### config.mk
export PLATFORM = sky130hd
export DESIGN_NAME = shared_counter_pool_flat
export DESIGN_NICKNAME = d
export VERILOG_FILES = /design/src/rtl/shared_counter_pkg.sv /design/src/rtl/shared_counter_if.sv /design/src/rtl/shared_counter_first_fit.sv /design/src/rtl/shared_counter_pool.sv /design/src/flat_wrapper.sv
export SDC_FILE = /design/constraint.sdc
export NUM_CORES = 1
export LEC_CHECK = 0
export CORE_MARGIN = 3
export CORE_UTILIZATION = 25
export DETAILED_ROUTE_END_ITERATION = 12
export GPL_TIMING_DRIVEN = 0
export SLEW_MARGIN = 30
export SYNTH_ARGS = -nofsm -noshare
export SYNTH_HDL_FRONTEND = slang
export SYNTH_SLANG_ARGS = --single-unit
export TNS_END_PERCENT = 10
### constraint.sdc
create_clock -name clk -period 14.86 [get_ports clk]
set_clock_uncertainty 0.05 [all_clocks]
set_input_delay 4.458 -clock clk [delete_from_list [all_inputs] [get_ports clk]]
set_output_delay 4.458 -clock clk [all_outputs]
set_load 0.05 [all_outputs]
### src/rtl/shared_counter_pkg.sv
// Shared types and defaults for the shared counter pool: command opcodes,
// sequencer states and default pool geometry.
package shared_counter_pkg;

   localparam int DEF_N_SUB = 16;
   localparam int DEF_G     = 4;

   typedef enum logic [2:0] {
      OP_NOP   = 3'd0,
      OP_INC   = 3'd1,
      OP_ALLOC = 3'd2,
      OP_FREE  = 3'd3,
      OP_LOAD  = 3'd4,
      OP_READ  = 3'd5,
      OP_CLEAR = 3'd6,
      OP_RSVD  = 3'd7
   } cmd_op_t;

   typedef enum logic [1:0] {
      ST_IDLE,
      ST_READ,
      ST_LOAD
   } state_t;

endpackage

### src/rtl/shared_counter_if.sv
// Command, load-stream, response and read-stream signals of the shared counter pool.
interface shared_counter_if
   import shared_counter_pkg::*;
#(
   parameter int N_SUB = DEF_N_SUB,
   parameter int G     = DEF_G,
   parameter int ID_W  = $clog2(N_SUB),
   parameter int SZ_W  = $clog2(N_SUB + 1)
);
   logic            cmd_valid;
   logic            cmd_ready;
   cmd_op_t         cmd_op;
   logic [ID_W-1:0] cmd_id;
   logic [SZ_W-1:0] cmd_size;
   logic [G-1:0]    ld_data;
   logic            ld_valid;
   logic            rsp_valid;
   logic            rsp_ok;
   logic [ID_W-1:0] rsp_id;
   logic [G-1:0]    rd_data;
   logic            rd_valid;
   logic            rd_last;
   logic            ovf;
   logic [SZ_W-1:0] free_count;

   modport master (
      output cmd_valid, cmd_op, cmd_id, cmd_size, ld_data, ld_valid,
      input  cmd_ready, rsp_valid, rsp_ok, rsp_id, rd_data, rd_valid, rd_last, ovf, free_count
   );

   modport slave (
      input  cmd_valid, cmd_op, cmd_id, cmd_size, ld_data, ld_valid,
      output cmd_ready, rsp_valid, rsp_ok, rsp_id, rd_data, rd_valid, rd_last, ovf, free_count
   );
endinterface

### src/rtl/shared_counter_first_fit.sv
// First-fit search: lowest base index with `size` contiguous unused subcounters.
module shared_counter_first_fit
   import shared_counter_pkg::*;
#(
   parameter int N_SUB = DEF_N_SUB,
   parameter int ID_W  = $clog2(N_SUB),
   parameter int SZ_W  = $clog2(N_SUB + 1)
) (
   input  logic [N_SUB-1:0] used,
   input  logic [SZ_W-1:0]  size,
   output logic             found,
   output logic [ID_W-1:0]  base
);
   logic fits;

   // Scan from the top down so the lowest fitting base is the last one written.
   always_comb begin
      found = 1'b0;
      base  = '0;
      fits  = 1'b0;
      for (int b = N_SUB - 1; b >= 0; b--) begin
         fits = (size != '0) && (int'(size) <= N_SUB - b);
         for (int k = 0; k < N_SUB; k++) begin
            if (k >= b && k < b + int'(size) && used[k]) fits = 1'b0;
         end
         if (fits) begin
            found = 1'b1;
            base  = ID_W'(b);
         end
      end
   end
endmodule

### src/rtl/shared_counter_pool.sv
// Pool of N_SUB G-bit subcounters grouped into variable-length counters,
// driven by a valid/ready command port with streamed read-out and load.
//
//   state   | meaning
//   --------+----------------------------------------------------------
//   IDLE    | accepting commands; single-cycle ops complete here
//   READ    | streaming remaining counter words out, one per cycle
//   LOAD    | writing counter words from ld_data on each ld_valid
module shared_counter_pool
   import shared_counter_pkg::*;
#(
   parameter int  N_SUB = DEF_N_SUB,
   parameter int  G     = DEF_G,
   localparam int ID_W  = $clog2(N_SUB),
   localparam int SZ_W  = $clog2(N_SUB + 1)
) (
   input logic             clk,
   input logic             rst,
   shared_counter_if.slave bus
);
   state_t           state_q;
   logic [N_SUB-1:0] used_q;
   logic [N_SUB-1:0] head_q;
   logic [G-1:0]     data_q [N_SUB];
   logic [ID_W-1:0]  ptr_q;
   logic [SZ_W-1:0]  left_q;
   logic [SZ_W-1:0]  free_q;

   logic             rsp_valid_q, rsp_ok_q, rd_valid_q, rd_last_q, ovf_q;
   logic [ID_W-1:0]  rsp_id_q;
   logic [G-1:0]     rd_data_q;

   logic [N_SUB-1:0] seg_mask;
   logic [SZ_W-1:0]  seg_len;
   logic             run;
   logic             tgt_ok;
   logic [G-1:0]     inc_data [N_SUB];
   logic             carry;
   logic             ff_found;
   logic [ID_W-1:0]  ff_base;

   shared_counter_first_fit #(.N_SUB(N_SUB), .ID_W(ID_W), .SZ_W(SZ_W)) u_first_fit (
      .used  (used_q),
      .size  (bus.cmd_size),
      .found (ff_found),
      .base  (ff_base)
   );

   // Segment of cmd_id: the head plus the unbroken run of used non-head words above it.
   always_comb begin
      seg_mask = '0;
      seg_len  = '0;
      run      = 1'b0;
      for (int i = 0; i < N_SUB; i++) begin
         if (ID_W'(i) == bus.cmd_id)     run = head_q[i];
         else if (ID_W'(i) > bus.cmd_id) run = run && used_q[i] && !head_q[i];
         else                            run = 1'b0;
         seg_mask[i] = run;
         if (run) seg_len = seg_len + SZ_W'(1);
      end
   end

   assign tgt_ok = head_q[bus.cmd_id];

   // Ripple carry from the head word upward; a carry out of the top word is overflow.
   always_comb begin
      carry = 1'b1;
      for (int i = 0; i < N_SUB; i++) begin
         inc_data[i] = data_q[i];
         if (seg_mask[i]) {carry, inc_data[i]} = {1'b0, data_q[i]} + (G + 1)'(carry);
      end
   end

   always_ff @(posedge clk) begin
      if (!rst) begin
         state_q     <= ST_IDLE;
         used_q      <= '0;
         head_q      <= '0;
         for (int i = 0; i < N_SUB; i++) data_q[i] <= '0;
         ptr_q       <= '0;
         left_q      <= '0;
         free_q      <= SZ_W'(N_SUB);
         rsp_valid_q <= 1'b0;
         rsp_ok_q    <= 1'b0;
         rsp_id_q    <= '0;
         rd_valid_q  <= 1'b0;
         rd_last_q   <= 1'b0;
         rd_data_q   <= '0;
         ovf_q       <= 1'b0;
      end else begin
         rsp_valid_q <= 1'b0;
         rsp_ok_q    <= 1'b0;
         rsp_id_q    <= '0;
         rd_valid_q  <= 1'b0;
         rd_last_q   <= 1'b0;
         rd_data_q   <= '0;
         ovf_q       <= 1'b0;
         case (state_q)
            ST_IDLE: begin
               if (bus.cmd_valid && bus.cmd_op != OP_NOP) begin
                  rsp_valid_q <= 1'b1;
                  rsp_id_q    <= bus.cmd_id;
                  case (bus.cmd_op)
                     OP_INC: if (tgt_ok) begin
                        data_q   <= inc_data;
                        ovf_q    <= carry;
                        rsp_ok_q <= 1'b1;
                     end
                     OP_ALLOC: begin
                        rsp_id_q <= '0;
                        if (ff_found) begin
                           for (int i = 0; i < N_SUB; i++) begin
                              if (i >= int'(ff_base) && i < int'(ff_base) + int'(bus.cmd_size)) begin
                                 used_q[i] <= 1'b1;
                                 data_q[i] <= '0;
                              end
                           end
                           head_q[ff_base] <= 1'b1;
                           free_q          <= free_q - bus.cmd_size;
                           rsp_ok_q        <= 1'b1;
                           rsp_id_q        <= ff_base;
                        end
                     end
                     OP_FREE: if (tgt_ok) begin
                        for (int i = 0; i < N_SUB; i++) begin
                           if (seg_mask[i]) begin
                              used_q[i] <= 1'b0;
                              head_q[i] <= 1'b0;
                           end
                        end
                        free_q   <= free_q + seg_len;
                        rsp_ok_q <= 1'b1;
                     end
                     OP_CLEAR: if (tgt_ok) begin
                        for (int i = 0; i < N_SUB; i++) if (seg_mask[i]) data_q[i] <= '0;
                        rsp_ok_q <= 1'b1;
                     end
                     OP_LOAD: if (tgt_ok) begin
                        state_q  <= ST_LOAD;
                        ptr_q    <= bus.cmd_id;
                        left_q   <= seg_len;
                        rsp_ok_q <= 1'b1;
                     end
                     OP_READ: if (tgt_ok) begin
                        rd_valid_q <= 1'b1;
                        rd_data_q  <= data_q[bus.cmd_id];
                        rd_last_q  <= (seg_len == SZ_W'(1));
                        ptr_q      <= bus.cmd_id + ID_W'(1);
                        left_q     <= seg_len - SZ_W'(1);
                        rsp_ok_q   <= 1'b1;
                        if (seg_len != SZ_W'(1)) state_q <= ST_READ;
                     end
                     default: ;
                  endcase
               end
            end
            ST_READ: begin
               rd_valid_q <= 1'b1;
               rd_data_q  <= data_q[ptr_q];
               rd_last_q  <= (left_q == SZ_W'(1));
               ptr_q      <= ptr_q + ID_W'(1);
               left_q     <= left_q - SZ_W'(1);
               if (left_q == SZ_W'(1)) state_q <= ST_IDLE;
            end
            ST_LOAD: begin
               if (bus.ld_valid) begin
                  data_q[ptr_q] <= bus.ld_data;
                  ptr_q         <= ptr_q + ID_W'(1);
                  left_q        <= left_q - SZ_W'(1);
                  if (left_q == SZ_W'(1)) state_q <= ST_IDLE;
               end
            end
            default: state_q <= ST_IDLE;
         endcase
      end
   end

   assign bus.cmd_ready  = (state_q == ST_IDLE) && rst;
   assign bus.rsp_valid  = rsp_valid_q;
   assign bus.rsp_ok     = rsp_ok_q;
   assign bus.rsp_id     = rsp_id_q;
   assign bus.rd_data    = rd_data_q;
   assign bus.rd_valid   = rd_valid_q;
   assign bus.rd_last    = rd_last_q;
   assign bus.ovf        = ovf_q;
   assign bus.free_count = free_q;
endmodule

### src/flat_wrapper.sv
// flat-port wrapper written by rule: the top's interface ports become plain ports
module shared_counter_pool_flat import shared_counter_pkg::*;
#(
   parameter int  N_SUB = DEF_N_SUB,
   parameter int  G     = DEF_G,
   localparam int ID_W  = $clog2(N_SUB),
   localparam int SZ_W  = $clog2(N_SUB + 1)
)
  (clk, rst, bus_cmd_valid, bus_cmd_op, bus_cmd_id, bus_cmd_size, bus_ld_data, bus_ld_valid, bus_cmd_ready, bus_rsp_valid, bus_rsp_ok, bus_rsp_id, bus_rd_data, bus_rd_valid, bus_rd_last, bus_ovf, bus_free_count);
  shared_counter_if #(.N_SUB(N_SUB), .G(G)) bus_i ();
  input logic clk;
  input logic rst;
  input wire logic [$bits(bus_i.cmd_valid)-1:0] bus_cmd_valid;
  input wire logic [$bits(bus_i.cmd_op)-1:0] bus_cmd_op;
  input wire logic [$bits(bus_i.cmd_id)-1:0] bus_cmd_id;
  input wire logic [$bits(bus_i.cmd_size)-1:0] bus_cmd_size;
  input wire logic [$bits(bus_i.ld_data)-1:0] bus_ld_data;
  input wire logic [$bits(bus_i.ld_valid)-1:0] bus_ld_valid;
  output wire logic [$bits(bus_i.cmd_ready)-1:0] bus_cmd_ready;
  output wire logic [$bits(bus_i.rsp_valid)-1:0] bus_rsp_valid;
  output wire logic [$bits(bus_i.rsp_ok)-1:0] bus_rsp_ok;
  output wire logic [$bits(bus_i.rsp_id)-1:0] bus_rsp_id;
  output wire logic [$bits(bus_i.rd_data)-1:0] bus_rd_data;
  output wire logic [$bits(bus_i.rd_valid)-1:0] bus_rd_valid;
  output wire logic [$bits(bus_i.rd_last)-1:0] bus_rd_last;
  output wire logic [$bits(bus_i.ovf)-1:0] bus_ovf;
  output wire logic [$bits(bus_i.free_count)-1:0] bus_free_count;
  assign bus_i.cmd_valid = bus_cmd_valid;
  assign bus_i.cmd_op = bus_cmd_op;
  assign bus_i.cmd_id = bus_cmd_id;
  assign bus_i.cmd_size = bus_cmd_size;
  assign bus_i.ld_data = bus_ld_data;
  assign bus_i.ld_valid = bus_ld_valid;
  assign bus_cmd_ready = bus_i.cmd_ready;
  assign bus_rsp_valid = bus_i.rsp_valid;
  assign bus_rsp_ok = bus_i.rsp_ok;
  assign bus_rsp_id = bus_i.rsp_id;
  assign bus_rd_data = bus_i.rd_data;
  assign bus_rd_valid = bus_i.rd_valid;
  assign bus_rd_last = bus_i.rd_last;
  assign bus_ovf = bus_i.ovf;
  assign bus_free_count = bus_i.free_count;
  shared_counter_pool #(.N_SUB(N_SUB), .G(G)) u_core (.clk(clk), .rst(rst), .bus(bus_i));
endmodule
### Word level (Yosys, flattened, before mapping)

Index checks and enable logic that the tools add are counted.

* flip-flop bits (word level): 125
* input port bits: 20
* output and inout bits: 19
* logic and storage cells: 1091

* $add $sub $neg: 53
* $lt $le $gt $ge: 204
* equality and inequality tests: 118
* multiplexer cells: 376
* bitwise gates (word level): 3
* reductions and logical operators: 278

Operators with widths (count)
* $lt A5 B32 Y1 const A: 85
* $lt A4 B32 Y1 const A: 26
* $mux W64: 5
* $mux W4: 78
* $mux W1: 242
* $lt A3 B32 Y1 const A: 7
* $logic_and A1 B1 Y1: 201
* $pmux W64 S3: 1
* $ne A3 B2 Y1 const B: 54
* $reduce_and A10 Y1: 16
* $pmux W64 S2: 1
* $reduce_and A7 Y1: 16
* $reduce_and A6 Y1: 18
* $mux W5: 21
* $lt A4 B6 Y1 const A: 15
* $add A4 B1 Y5: 15
* $add A5 B1 Y5 const B: 14
* $ne A2 B1 Y1 const B: 35
* $bwmux W64: 1
* $lt A2 B32 Y1 const A: 2
* $pmux W16 S2: 2
* $add A4 B5 Y6 const A: 8
* $mux W16: 3
* $le A5 B4 Y1 const B: 8
* 69 further kinds: 158

### Logic depth before layout (Yosys ltp)

* depth in word-level cells: 69
* depth in mapped cells: 78
* depth with buffers taken out: 75

### Modules after synthesis

Synthesis repeated with hierarchy kept, for this count alone.

* cell total of the unflattened synthesis: 1768
* area, all modules: 13840.8 um^2

Modules (own cells, without submodules)
* shared_counter_pool: instances 1, cells each 1384, area each 11352.1 um^2, seq. area each 2502.4 um^2
* shared_counter_first_fit: instances 1, cells each 384, area each 2488.6 um^2, seq. area each 0.0 um^2

### Worst setup path before layout

No wires, ideal clock.

* kind: input-to-reg
* start: input bus_cmd_id[0]
* end: register u_core.data_q[1] in the netlist's numbering
* setup time: 128 ps
* data arrival time: 15513 ps
* data required time: 14682 ps
* slack: -830 ps
* stages on the path: 78
* buffers on the path: 3
* path through: buf_2 buf_1 clkbuf_1 inv_1 ha_1 and4bb_2 nand2_1 ha_1 ha_1 nand3_1 a2bb2oi_1 ha_1 ha_1 and3_1 mux2i_1 inv_1 ha_1 ha_1 [... 42 more ...] nand4_1 o21ai_0 ha_1 ha_1 nand3_1 nor2_1 a21oi_1 inv_1 ha_1 ha_1 nand4_1 o21ai_0 ha_1 ha_1 a21oi_1 nor2_1 a21oi_1 nor2_1

* cells in the longest elaborated chain, start to end: 65
* elaborated cells on any way between the ends: 134
* classes of those cells: add/sub: 15; order compare: 15; eq/ne: 19; mux: 53; reduce/logical: 32

RTL lines
* start, declared: RTL line flat_wrapper.sv:15 `input wire logic [$bits(bus_i.cmd_id)-1:0] bus_cmd_id;`
* parallel branches: the longest is 65 deep, another holds $add A4 B1 Y5
* end signal, assigned: RTL line shared_counter_pool.sv:105 `data_q <= inc_data;`
* end signal, assigned by index: RTL line shared_counter_pool.sv:167 `data_q[ptr_q] <= bus.ld_data;`
* end, declared: RTL line shared_counter_pool.sv:24 `logic [G-1:0] data_q [N_SUB];`

Parallel ways; which one is timed is not known. The select of a mux whose other input is x is not followed.
A chain may end at the register's enable or synchronous reset.

### Worst setup path in the final report

* start: input bus_cmd_id[0]
* end: register u_core.ovf_q (netlist: u_core.bus.ovf)

* cells in the longest elaborated chain, start to end: 63
* elaborated cells on any way between the ends: 126
* classes of those cells: add/sub: 15; order compare: 15; eq/ne: 15; mux: 49; reduce/logical: 32

RTL lines
* parallel branches: the longest is 63 deep, another holds $add A4 B1 Y5
* end signal, assigned: RTL line shared_counter_pool.sv:106 `ovf_q <= carry;`
* end, declared: RTL line shared_counter_pool.sv:29 `logic rsp_valid_q, rsp_ok_q, rd_valid_q, rd_last_q, ovf_q;`

Parallel ways; which one is timed is not known. The select of a mux whose other input is x is not followed.

==> impl_metrics.json <==
{
  "ff2ff_path_depth": 74,
  "r2r_end": "u_core.bus.ovf",
  "grt_pass1_wl_mm": 93.4,
  "cp_num_buf_inv": 8,
  "grt_max_degree": 20,
  "cts-root-buf": "clkbuf_16",
  "worst_slack_ns": 0.0385,
  "wl_mm": 62.9,
  "ff2ff_setup_slack_ns": 4.13,
  "grt_antenna_before_repair": 1,
  "vias_per_cell": 5.97,
  "endpoint": "u_core.bus.ovf",
  "setup_viol": 0,
  "rows": 85,
  "rsz0062_at_grt": "true",
  "finish.utilization": 0.312,
  "yosysSeqAreaShare": 0.183,
  "hold_viol": 0,
  "slowest_delay_ns": 0.30,
  "endpoint_kind": "flip-flop",
  "area_growth_syn_to_layout_pct": 23.1,
  "layout-drive-gt1-share": 0.159,
  "hold_path.class": "flip-flop to flip-flop",
  "dp_hpwl_mm": 46.9,
  "ant_nets": 0,
  "cts.htree.levels": 4,
  "critical-path-top-delay-family": "adder cells",
  "gp_congestion": 0.994,
  "worstPathArrival_ns": 15.05,
  "vdd_drop_max_mv": 0.0661,
  "cp_num_cells": 78,
  "avgSynthCellArea_um2": 7.52,
  "status": "completed",
  "async_flop_share": 0,
  "grt_use_total": 0.211,
  "ys_seq_elements": 125,
  "hold_ws_ns": 0.430,
  "wire_per_inst_um": 23.6,
  "synth_cells": 1821,
  "cp_slowest_cell": "and4bb_2",
  "gr-total-overflow": 0,
  "cts_tree": "yes",
  "finalSetupTns_ns": 0,
  "synth_cell_type_count": 104,
  "drt_iter0_markers": 2035,
  "cts_inserted_buffers": 17,
  "clk_latency_ns": 0.44,
  "die_area_mm2": 0.0576,
  "via_count": 15900,
  "port_buffers": 36,
  "drtPass1Iterations": 6,
  "core_area_mm2": 0.0540,
  "reg2reg_from": "u_core.data_q[60]",
  "power_density_mw_per_mm2": 112,
  "drv_cap": 0,
  "dpl-instance-area_mm2": 0.0151,
  "synth_edf_count": 0,
  "cts_buffer_depth": 2,
  "syn-cell-area_mm2": 0.0137,
  "initial_utilization": 0.253,
  "maxSlewHeadroom": 0.287,
  "design_area_mm2": 0.0169,
  "worst_path_most_repeated_cell": "ha_4",
  "grt_pass1_vias": 14900,
  "startpoint": "bus_cmd_id[0]",
  "period_needed_ns": 14.82,
  "finalMaxSlewViolations": 0,
  "die_y_um": 240,
  "clk_pin_slew_ns": 0.06,
  "max_slew.worst_pin.slew_ns": 1.07,
  "synth_ff_type": "dfxtp_1",
  "fin_crit_sh": 0.997,
  "ys_warn_count": 0,
  "fp.dieW_um": 240,
  "syn_nets": 1931,
  "clock.fmax_ghz": 0.0675,
  "nets": 2059,
  "p_leak_nw": 6.07,
  "start_kind": "input port",
  "num_io_pins": 39,
  "cp.required_ns": 15.09,
  "crit_type": "input port to flip-flop",
  "dp_slack_ns": -2.72,
  "critPathMaxFanout": 5,
  "cts.sinks": 125,
  "drcViolationCount": 0
}
[power breakdown]
part           internal [mW]  total [mW]  switching, mW
registers              0.375       0.430         0.0554
clock network          0.249       0.435          0.186
logic                  0.322        1.02          0.703
total                  0.946        1.89          0.944
[placed cells by master (no fill, tap or decap), types with 22 or more instances in the layout]
| cell | count |
|---|---|
| ha_4 | 26 |
| nor3_1 | 29 |
| clkbuf_1 | 94 |
| o21ai_0 | 129 |
| xor2_1 | 33 |
| mux4_2 | 43 |
| a211oi_1 | 34 |
| nand2_1 | 154 |
| nor2b_1 | 25 |
| xnor2_1 | 27 |
| dfxtp_1 | 125 |
| a21oi_1 | 178 |
| nand2b_1 | 24 |
| o22ai_1 | 25 |
| nor2_1 | 210 |
| inv_1 | 70 |
| nand4_1 | 22 |
| nand3_1 | 52 |
| ha_1 | 55 |
| clkdlybuf4s50_1 | 32 |
| buf_4 | 75 |
[cells by family (layout without fill, tap and decap cells)]
group / count (synthesis) / after routing / share of synthesized area
fa+ha+maj: 92 / 92 / 0.0849
compound gates: 616 / 616 / 0.294
mux: 69 / 69 / 0.0904
simple gates: 641 / 641 / 0.224
buf+inv: 198 / 339 / 0.0566
xor+xnor: 80 / 80 / 0.0673
other cells: 0 / 1 / 0
flops: 125 / 125 / 0.183
[synth_stat cells, drive strengths merged (7+ instances only)]
cell type / n / area share
nand3b: 11 / 0.0060
xor2: 35 / 0.023
buf: 16 / 0.0068
o211a: 13 / 0.0095
nor4: 8 / 0.0048
mux4: 43 / 0.071
nor3: 31 / 0.012
o22ai: 26 / 0.012
a31oi: 17 / 0.0082
and2: 16 / 0.0073
o21a: 13 / 0.0071
nand3: 60 / 0.022
o21ai: 146 / 0.054
or3: 11 / 0.0050
mux2i: 22 / 0.016
a21o: 9 / 0.0049
nor2: 218 / 0.060
a211oi: 36 / 0.020
o211ai: 16 / 0.0088
nand2: 155 / 0.042
nand2b: 24 / 0.011
a22oi: 19 / 0.010
nor2b: 25 / 0.011
dfxtp: 125 / 0.18
and3: 17 / 0.0078
a221oi: 19 / 0.012
xnor2: 35 / 0.027
xnor3: 8 / 0.014
nor4b: 7 / 0.0049
inv: 77 / 0.021
nand4: 22 / 0.010
ha: 88 / 0.080
o221ai: 13 / 0.0083
o32ai: 17 / 0.011
clkbuf: 101 / 0.028
a21oi: 183 / 0.067
or2: 15 / 0.0069
[worst min-delay path by stage]
stage | endpoint | from | cells after the start
finish | u_core.left_q[1] | u_core.left_q[1] | 2
global route | u_core.left_q[1] | u_core.left_q[1] | 2
CTS | u_core.left_q[1] | u_core.left_q[1] | 2
detailed placement | u_core.left_q[1] | u_core.left_q[1] | 2
global placement | u_core.left_q[1] | u_core.left_q[1] | 2
floorplan | u_core.left_q[1] | u_core.left_q[1] | 2
[worst reg2reg max path: cells and delay by family, from the launching register on]
family,cells,cell delay (ns)
AO/OA/AOI/OAI,14,2.03
adder cells (fa/ha/maj),31,5.69
flip-flops,1,0.36
multiplexers,1,0.16
AND/OR/NAND/NOR,24,2.03
buffers and inverters,4,0.29
[registers in the layout, summed over array words and instances (netlist names)]
| register | cells |
|---|---|
| u_core.bus.ovf | 1 |
| u_core.bus.rd_data | 4 |
| u_core.bus.rd_last | 1 |
| u_core.bus.rd_valid | 1 |
| u_core.ptr_q | 4 |
| u_core.bus.rsp_id | 4 |
| u_core.head_q | 16 |
| u_core.state_q | 2 |
| u_core.used_q | 16 |
| u_core.bus.rsp_valid | 1 |
| u_core.data_q | 64 |
| u_core.bus.free_count | 5 |
| u_core.left_q | 5 |
| u_core.bus.rsp_ok | 1 |
[timing repair]
item,in CTS,in global routing
endpoints found under the setup margin,27,18
buffers inserted,39,35
resized for setup,106,32
pin swaps,23,18
hold buffers,0,0
[layer usage]
layer,vias to the layer above,global-route usage,wire [um]
met5,-,0,0
li1,7050,-,-
met3,197,0.0303,5560
met4,0,0.0891,3000
met2,897,0.351,29100
met1,7741,0.274,25200
[area by class of cell]
cell class                      count  area (um2)
Clock inverter                     15         161
Timing Repair Buffer              111         937
Buffer                            115         537
Tap cell                          696         871
Sequential cell                   125        2500
Fill cell                        5686       37200
Inverter                           81         324
Clock buffer                       17         425
Multi-Input combinational cell   1498       11100
Antenna cell                        1        2.50
[through the flow]
stage | std cells | total power [mW]
2_1_floorplan | 1821 | 1.05
3_3_place_gp | 2553 | 1.38
3_5_place_dp | 2554 | 1.39
4_1_cts | 2624 | 1.84
5_1_grt | 2658 | 1.97
6_report | 2659 | 1.89
Note: power is estimated with default switching activity, not from simulation.
